$ cat src/rtl/opfetch_pkg.sv
// Shared defaults and bundle types for the operand fetch controller.
// Optional writeback bypass is enabled by defining OPFETCH_FORWARD_EN.
package opfetch_pkg;

  localparam int DEF_WIDTH     = 32;
  localparam int DEF_DEPTH     = 16;
  localparam int DEF_CNT_W     = 16;
  localparam int DEF_DEPTH_LOG = $clog2(DEF_DEPTH);

  typedef struct packed {
    logic [DEF_DEPTH_LOG-1:0] src_a;
    logic [DEF_DEPTH_LOG-1:0] src_b;
    logic [DEF_DEPTH_LOG-1:0] dst;
    logic                     wr_en;
  } instr_t;

  typedef struct packed {
    logic                     valid;
    logic [DEF_DEPTH_LOG-1:0] dst;
    logic [DEF_WIDTH-1:0]     data;
  } wb_t;

endpackage

$ cat src/rtl/opfetch_scoreboard.sv
// Per-register busy tracking with set/clear ports (set wins on the same index)
// and the busy lookups the issue logic needs for hazard detection.
module opfetch_scoreboard
  import opfetch_pkg::*;
#(
  parameter int DEPTH     = DEF_DEPTH,
  parameter int DEPTH_LOG = $clog2(DEPTH)
) (
  input  logic                 clk,
  input  logic                 rstn,
  input  logic                 set_en,
  input  logic [DEPTH_LOG-1:0] set_idx,
  input  logic                 clr_en,
  input  logic [DEPTH_LOG-1:0] clr_idx,
  input  logic [DEPTH_LOG-1:0] src_a,
  input  logic [DEPTH_LOG-1:0] src_b,
  input  logic [DEPTH_LOG-1:0] dst,
  output logic [DEPTH-1:0]     busy,
  output logic                 busy_a,
  output logic                 busy_b,
  output logic                 busy_dst
);

  logic [DEPTH-1:0] busy_reg;
  logic [DEPTH-1:0] busy_next;

  genvar gi;
  generate
    for (gi = 0; gi < DEPTH; gi++) begin : g_busy
      // The set term is checked first so an issue targeting the register being
      // written back in the same cycle keeps it busy.
      assign busy_next[gi] = (set_en && set_idx == DEPTH_LOG'(gi)) ? 1'b1 :
                             (clr_en && clr_idx == DEPTH_LOG'(gi)) ? 1'b0 :
                             busy_reg[gi];
    end
  endgenerate

  always_ff @(posedge clk or negedge rstn) begin
    if (!rstn) busy_reg <= '0;
    else       busy_reg <= busy_next;
  end

  assign busy     = busy_reg;
  assign busy_a   = busy_reg[src_a];
  assign busy_b   = busy_reg[src_b];
  assign busy_dst = busy_reg[dst];

endmodule

$ cat src/rtl/operand_fetch_ctrl.sv
// Decode-to-execute operand fetch: register file read/write steering, one-entry
// operand slot, busy-scoreboard stalls. Define OPFETCH_FORWARD_EN for wb bypass.
module operand_fetch_ctrl
  import opfetch_pkg::*;
#(
  parameter int WIDTH     = DEF_WIDTH,
  parameter int DEPTH     = DEF_DEPTH,
  parameter int DEPTH_LOG = $clog2(DEPTH),
  parameter int CNT_W     = DEF_CNT_W
) (
  input  logic                 clk,
  input  logic                 rstn,
  input  logic                 in_valid,
  output logic                 in_ready,
  input  logic [DEPTH_LOG-1:0] in_src_a,
  input  logic [DEPTH_LOG-1:0] in_src_b,
  input  logic [DEPTH_LOG-1:0] in_dst,
  input  logic                 in_wr_en,
  output logic [DEPTH_LOG-1:0] rf_sel_a,
  output logic [DEPTH_LOG-1:0] rf_sel_b,
  input  logic [WIDTH-1:0]     rf_a,
  input  logic [WIDTH-1:0]     rf_b,
  output logic                 rf_rw,
  output logic [DEPTH_LOG-1:0] rf_dr,
  output logic [WIDTH-1:0]     rf_data,
  input  logic                 wb_valid,
  input  logic [DEPTH_LOG-1:0] wb_dst,
  input  logic [WIDTH-1:0]     wb_data,
  output logic                 out_valid,
  input  logic                 out_ready,
  output logic [WIDTH-1:0]     out_a,
  output logic [WIDTH-1:0]     out_b,
  output logic [DEPTH_LOG-1:0] out_dst,
  output logic                 out_wr_en,
  output logic [DEPTH-1:0]     busy,
  output logic [CNT_W-1:0]     stall_cnt
);

  logic                 busy_a;
  logic                 busy_b;
  logic                 busy_dst;
  logic                 hazard_a;
  logic                 hazard_b;
  logic                 hazard;
  logic                 slot_free;
  logic                 issue;
  logic [WIDTH-1:0]     opnd_a;
  logic [WIDTH-1:0]     opnd_b;

  logic                 out_valid_reg;
  logic [WIDTH-1:0]     out_a_reg;
  logic [WIDTH-1:0]     out_b_reg;
  logic [DEPTH_LOG-1:0] out_dst_reg;
  logic                 out_wr_en_reg;
  logic [CNT_W-1:0]     stall_cnt_reg;

  assign rf_sel_a = in_src_a;
  assign rf_sel_b = in_src_b;
  assign rf_rw    = wb_valid;
  assign rf_dr    = wb_dst;
  assign rf_data  = wb_data;

  opfetch_scoreboard #(
    .DEPTH     (DEPTH),
    .DEPTH_LOG (DEPTH_LOG)
  ) u_scoreboard (
    .clk      (clk),
    .rstn     (rstn),
    .set_en   (issue & in_wr_en),
    .set_idx  (in_dst),
    .clr_en   (wb_valid),
    .clr_idx  (wb_dst),
    .src_a    (in_src_a),
    .src_b    (in_src_b),
    .dst      (in_dst),
    .busy     (busy),
    .busy_a   (busy_a),
    .busy_b   (busy_b),
    .busy_dst (busy_dst)
  );

`ifdef OPFETCH_FORWARD_EN
  logic fwd_a;
  logic fwd_b;

  // A source being written back this cycle takes the writeback data directly;
  // the destination WAW check still waits on the busy vector alone.
  assign fwd_a    = wb_valid && (wb_dst == in_src_a);
  assign fwd_b    = wb_valid && (wb_dst == in_src_b);
  assign hazard_a = busy_a & ~fwd_a;
  assign hazard_b = busy_b & ~fwd_b;
  assign opnd_a   = fwd_a ? wb_data : rf_a;
  assign opnd_b   = fwd_b ? wb_data : rf_b;
`else
  assign hazard_a = busy_a;
  assign hazard_b = busy_b;
  assign opnd_a   = rf_a;
  assign opnd_b   = rf_b;
`endif

  assign hazard    = hazard_a | hazard_b | (in_wr_en & busy_dst);
  assign slot_free = ~out_valid_reg | out_ready;
  assign in_ready  = ~hazard & slot_free;
  assign issue     = in_valid & in_ready;

  always_ff @(posedge clk or negedge rstn) begin
    if (!rstn) begin
      out_valid_reg <= 1'b0;
      out_a_reg     <= '0;
      out_b_reg     <= '0;
      out_dst_reg   <= '0;
      out_wr_en_reg <= 1'b0;
      stall_cnt_reg <= '0;
    end else begin
      if (issue) begin
        out_valid_reg <= 1'b1;
        out_a_reg     <= opnd_a;
        out_b_reg     <= opnd_b;
        out_dst_reg   <= in_dst;
        out_wr_en_reg <= in_wr_en;
      end else if (out_ready) begin
        out_valid_reg <= 1'b0;
      end
      // Only hazard stalls are counted; backpressure stalls are not.
      if (in_valid && hazard && slot_free && stall_cnt_reg != {CNT_W{1'b1}})
        stall_cnt_reg <= stall_cnt_reg + CNT_W'(1);
    end
  end

  assign out_valid = out_valid_reg;
  assign out_a     = out_a_reg;
  assign out_b     = out_b_reg;
  assign out_dst   = out_dst_reg;
  assign out_wr_en = out_wr_en_reg;
  assign stall_cnt = stall_cnt_reg;

endmodule

$ cat config.mk
export PLATFORM = sky130hd
export DESIGN_NAME = operand_fetch_ctrl
export DESIGN_NICKNAME = d
export VERILOG_FILES = /design/src/rtl/opfetch_pkg.sv /design/src/rtl/opfetch_scoreboard.sv /design/src/rtl/operand_fetch_ctrl.sv
export SDC_FILE = /design/constraint.sdc
export NUM_CORES = 1
export LEC_CHECK = 0
export BUFFER_PORTS_ARGS = -buffer_cell sky130_fd_sc_hd__buf_4
export CORE_MARGIN = 2
export CORE_UTILIZATION = 45
export DETAILED_ROUTE_END_ITERATION = 16
export PLACE_DENSITY = 0.8
export SYNTH_ARGS = -nofsm -noshare
export SYNTH_HDL_FRONTEND = slang
export SYNTH_SLANG_ARGS = --single-unit
$ cat constraint.sdc
create_clock -name clk -period 2.95 [get_ports clk]
set_clock_uncertainty 0.1 [all_clocks]
set_input_delay 0.1475 -clock clk [delete_from_list [all_inputs] [get_ports clk]]
set_output_delay 0.1475 -clock clk [all_outputs]
set_load 0.02 [all_outputs]
[Yosys cells after proc, flatten, opt, wreduce, memory -nomap -nowiden]
Cells that the tools add are included.
Operators by class
  $lt $le $gt $ge: 3
  add/sub/neg operators: 1
  equality and inequality tests: 31
  reductions and logical operators: 54
  bitwise logic cells: 9
  multiplexer cells: 40
Operators by type and width (count)
  $eq 4x4->1 const B: 16
  $mux 1: 37
  $logic_and 1x1->1: 35
  $reduce_bool 2->1: 17
  $eq 4x3->1 const B: 8
  $add 16x1->16 const B: 1
  $eq 4x2->1 const B: 4
  $ne 16x16->1 const B: 1
  $lt 4x5->1 const B: 3
  $bmux 1 s4: 3
  $eq 4x1->1 const B: 2
  $logic_not 4->1: 2
  $and 1x1->1: 4
  $or 1x1->1: 3
  $not 1->1: 2
Storage, ports and cells
  logic and storage cells: 160
  input bits: 118
  output and inout port bits: 148
  bits in registers: 102

[Depth between registers and ports, before layout]
  depth in word-level cells: 10
  gate-level depth with buffers: 9
  gate-level depth less buffers: 6

[Modules after synthesis]
Synthesis repeated with hierarchy kept, for this count alone.
Unflattened totals
  cells, all modules: 365
  area, all modules: 4926.0 µm²
Modules (own cells, without submodules)
  operand_fetch_ctrl: area each 3817.4 µm², cells an instance 272, times used 1, sequential area each 2152.1 µm²
  opfetch_scoreboard: area each 1108.6 µm², cells an instance 93, times used 1, sequential area each 400.4 µm²

[Worst setup path after synthesis]
Ideal clock, no wire load.
  path type: reg-to-reg
  from: register u_scoreboard.busy_reg[10], in the netlist u_scoreboard.busy[10]
  to: register out_a_reg[0], in the netlist out_a[0]
  arrival: 2.105 ns
  data required time: 2.723 ns
  path buffers: 2
  library setup time: 0.127 ns
  slack: 0.618 ns
  clock period less this slack: 2.332 ns
  cell stages (with the launch flop): 8
  cells stage by stage: dfrtp_1 mux4_2 o2111ai_2 nand4_2 nor2_4 buf_6 buf_6 mux2_1
Between the ends
  cells in the longest elaborated chain, start to end: 7
  elaborated cells on any way between the ends: 12
  those cells by class: mux: 6; bitwise: 6
Ends and longest elaborated chain
  start, declared: line opfetch_scoreboard.sv:24  | logic [DEPTH-1:0] busy_reg;
  start signal, assigned: line opfetch_scoreboard.sv:40  | else busy_reg <= busy_next;
  $bmux 1 s4, on equally long branches: line opfetch_scoreboard.sv:44, opfetch_scoreboard.sv:45, opfetch_scoreboard.sv:46
  $mux 1, on equally long branches: line opfetch_scoreboard.sv:44, opfetch_scoreboard.sv:45, opfetch_scoreboard.sv:46
  $or 1x1->1 / $and 1x1->1 (equally long branches): line operand_fetch_ctrl.sv:101  | assign hazard = hazard_a | hazard_b | (in_wr_en & busy_dst);
  $or 1x1->1 (*): line operand_fetch_ctrl.sv:101
  $not 1->1 (*): line operand_fetch_ctrl.sv:103  | assign in_ready = ~hazard & slot_free;
  $and 1x1->1 (*): line operand_fetch_ctrl.sv:103
  $and 1x1->1 (*): line operand_fetch_ctrl.sv:104  | assign issue = in_valid & in_ready;
  end signal, assigned: line operand_fetch_ctrl.sv:117  | out_a_reg <= opnd_a;
  end, declared: line operand_fetch_ctrl.sv:51  | logic [WIDTH-1:0] out_a_reg;
Every way passes the cells marked *; elsewhere a longest branch is shown, timed or not. The select of a mux whose other input is x is not followed.
A chain may end at the register's enable or synchronous reset.

[Worst setup path in the final report]
  from: register u_scoreboard.busy_reg[4], in the netlist u_scoreboard.busy[4]
  to: register out_b_reg[27], in the netlist out_b[27]
Between the ends
  cells in the longest elaborated chain, start to end: 7
  elaborated cells on any way between the ends: 12
  those cells by class: mux: 6; bitwise: 6
Ends and longest elaborated chain
  $bmux 1 s4, on equally long branches: line opfetch_scoreboard.sv:44, opfetch_scoreboard.sv:45, opfetch_scoreboard.sv:46
  $mux 1, on equally long branches: line opfetch_scoreboard.sv:44, opfetch_scoreboard.sv:45, opfetch_scoreboard.sv:46
  $or 1x1->1 / $and 1x1->1 (equally long branches): line operand_fetch_ctrl.sv:101
  $or 1x1->1 (*): line operand_fetch_ctrl.sv:101
  $not 1->1 (*): line operand_fetch_ctrl.sv:103
  $and 1x1->1 (*): line operand_fetch_ctrl.sv:103
  $and 1x1->1 (*): line operand_fetch_ctrl.sv:104
  end signal, assigned: line operand_fetch_ctrl.sv:118  | out_b_reg <= opnd_b;
  end, declared: line operand_fetch_ctrl.sv:52  | logic [WIDTH-1:0] out_b_reg;
Marked as above.

==> results by group <==
Status
  • Run status: completed

Die
  • Starting density of the core: between 40% and 50%
  • Die Wd: ~110 um
  • Total die area: around 0.012 mm2
  • Die Y: 108.8 um
  • Rows: 38
  • Io pins: 266
  • Core Area: 0.01079 mm2

Yosys
  • Seq cells post-synth: 102
  • Yosys warns: 0
  • EDFF count, synth: 0
  • Sequential-to-total area share from yosys stat: 51.62%
  • Top cells by area, synth: dfrtp_1 (52%), mux2_2 (14%), buf_4 (7.6%), mux2i_1 (4.0%), mux2_1 (2.3%)
  • Avg Cell Area, Syn: roughly 12 um2
  • Yosys top cell by area: dfrtp_1
  • Main synth FF type: dfrtp_1
  • Syn_nets: 518
  • Asr flop ratio synth: between 90% and 100%
  • Synth top area share: approximately half
  • Yosys cell types: 39
  • Post-synthesis cell area: 0.004945 mm2
  • Post-synthesis instance total: between 300 and 400

Timing
  • Final setup violating endpoints: 0
  • Worst Tran Pin Value: 0.6283 ns
  • Fin crit period: 2.522 ns
  • Max transition margin: 58.11%
  • PnR worst setup slack: 0.4281 ns
  • Max Clock Freq: 0.3965 GHz
  • RSZ-0062 raised after global routing: no
  • Final Max Slew Viols: 0
  • Hold Vio Cnt, Final: 0
  • Setup TNS: 0 ns
  • Fin crit share: 85.49%

Clock tree
  • H-tree depth: 3
  • Skew-Pair Late Insertion Delay: between 0.3 and 0.4 ns
  • CTS tree: done
  • Clock root cell: clkbuf_8
  • Post-CTS sizing: 0
  • Maximum buffer depth of the clock tree: 2
  • Clk slew on worst S/H paths: approximately 0.10 ns
  • Clk sinks: 102
  • CTS buffer count: 9

Place
  • Placer Congestion: 0.8992
  • Placed Area: 0.006240 mm2
  • Detailed Place HPWL: 9295 um
  • Port Buffers: 201
  • DP Worst Slack: 0.4532 ns

GRT
  • Global-route wire length before repair: between 20000 and 25000 um
  • Largest net degree at the start of global routing: 70
  • Initial antenna violation count: 0
  • Total track usage: roughly a quarter
  • Number of global-route vias before repair: around 4200
  • Remaining global-route overflow: 0

Detailed routing
  • Total wire length: between 10000 and 15000 um
  • WL per Instance: between 15 and 20 um
  • Vias: 4063
  • Avg Vias per Cell: approximately 5.3
  • DR iter-0 viols: 131
  • DR DRC count: 0
  • Antenna viol nets, final: 0
  • Drt pass-1 iters: 5

Setup path
  • Worst Setup Start Kind: flop
  • Critical R2R Launch: u_scoreboard.busy[4]
  • Required time of the critical path: 3.09 ns
  • Crit-path max FO: 69
  • CP Data Arrival Time: 2.67 ns
  • CP endpoint kind: flop
  • Kind of critical path: flop to flop
  • Crit. Startpoint: u_scoreboard.busy[4]

Hold path
  • Class of the worst hold path: input port to flop
  • Hold Startpoint: out_ready

Cells and area
  • Final instance area: between 0.007 and 0.008 mm2
  • Final core utilization: 65.87%
  • ANT cells: 0
  • Final net count: 741
  • Layout cells sized above 1: ~48%
  • Area grow syn2layout: 43.78%

Power and ir drop
  • Power density over the cells: 849.2 mW/mm2
  • VDD IR max: 626.2 uV
  • Leakage: 3.253 nW

Job
  • Total of max-cap violations: 0
-- final timing paths --
check | depth (start not counted) | slack, ns | to
max | 7 | 0.43 | out_b[27]
min | 3 | 0.02 | out_valid
max reg2reg | 7 | 0.43 | out_b[27]
min reg2reg | 1 | 0.40 | out_a[4]
max in group asynchronous | 3 | 1.79 | out_b[27]
min in group asynchronous | 2 | 0.24 | stall_cnt[9]
-- per-stage QoR --
| step | hold WS (ns) | cells | power, mW |
|---|---|---|---|
| after floorplan | -0.2481 | 399 | 3.849 |
| after global placement | 0.09435 | 684 | 4.967 |
| after detailed placement | 0.1038 | 684 | 5.054 |
| after CTS | 0.0006835 | 767 | 6.018 |
| after global routing | 0.01259 | 767 | 6.371 |
| final | 0.01813 | 767 | 6.037 |
-- area by class of cell --
cell class	count	area, um2
Clock buffer	9	123.9
Clock inverter	7	75.07
Fill cell	754	3684
Inverter	2	7.507
Multi-Input combinational cell	236	1948
Sequential cell	102	2552
Tap cell	140	175.2
Timing Repair Buffer	271	2227
-- synth_stat cells (3+ instances only) --
cell type,count
nand3b_1,5
mux2i_1,20
mux2_1,10
o21ai_1,16
nor2_1,4
o21ai_0,17
buf_4,50
nand2_1,17
nand2b_1,6
xnor2_1,12
nor2b_1,3
nand4_1,5
dfrtp_1,102
buf_2,4
nor4_1,4
buf_6,3
mux2_2,62
o32ai_1,6
nand3_1,15
or3b_2,6
and3_1,6
-- placed cells by master, fill, tap and decap left out, drive strengths merged --
cell         count
bufinv           1
clkinvlp         3
nand2b           6
xor2             1
nand2           17
nand4            6
o22ai            2
and2             1
buf            204
clkbuf           9
or3              4
xnor2           12
and3             6
mux4             2
mux2i           20
o2111ai          1
inv              2
mux2            72
clkinv           3
and4             1
dlygate4sd3     67
nor2b            3
dfrtp          102
or2              2
or3b             6
nor2             5
nor3             1
o32ai            6
ha               1
o211ai           1
a21oi            1
or4              2
nand3b           5
nand3           15
o21ai           33
nor4             4
-- where the power goes --
| part | switching [mW] | total, mW | internal (mW) |
|---|---|---|---|
| sequential | 0.410 | 2.35 | 1.94 |
| clock | 0.493 | 0.886 | 0.394 |
| combinational | 1.45 | 2.80 | 1.35 |
| total | 2.36 | 6.04 | 3.68 |
-- critical path, cell delays in order (launching register included) --
cell	delay, ns
dfrtp_1	0.45
mux2i_1	0.20
o22ai_1	0.13
nor4_1	0.37
nand4_2	0.21
nor2_4	0.16
buf_12	0.32
mux2_2	0.40
-- what timing repair did --
| action | CTS | global route |
|---|---|---|
| hold buffers | 67 | 0 |
| hold endpoints to repair | 112 | 0 |
| setup buffers | 0 | 0 |
-- per-layer routing --
layer,GRT usage (%),up-vias,routed length (um)
met5,0,-,0
li1,-,1841,-
met2,40.27,206,7026
met4,9.799,0,486
met3,7.591,46,1246
met1,27.52,1970,5118
-- cell families (layout without fill, tap and decap cells) --
group	count (synthesis)	after routing	synth area share [%]
compound gates	44	44	5.212
fa+ha+maj	1	1	0.2530
xor+xnor	13	13	2.303
mux	94	94	21.36
flops	102	102	51.62
buf+inv	61	289	8.983
simple gates	84	84	10.27
No activity file was read; power rests on OpenSTA's default activity.
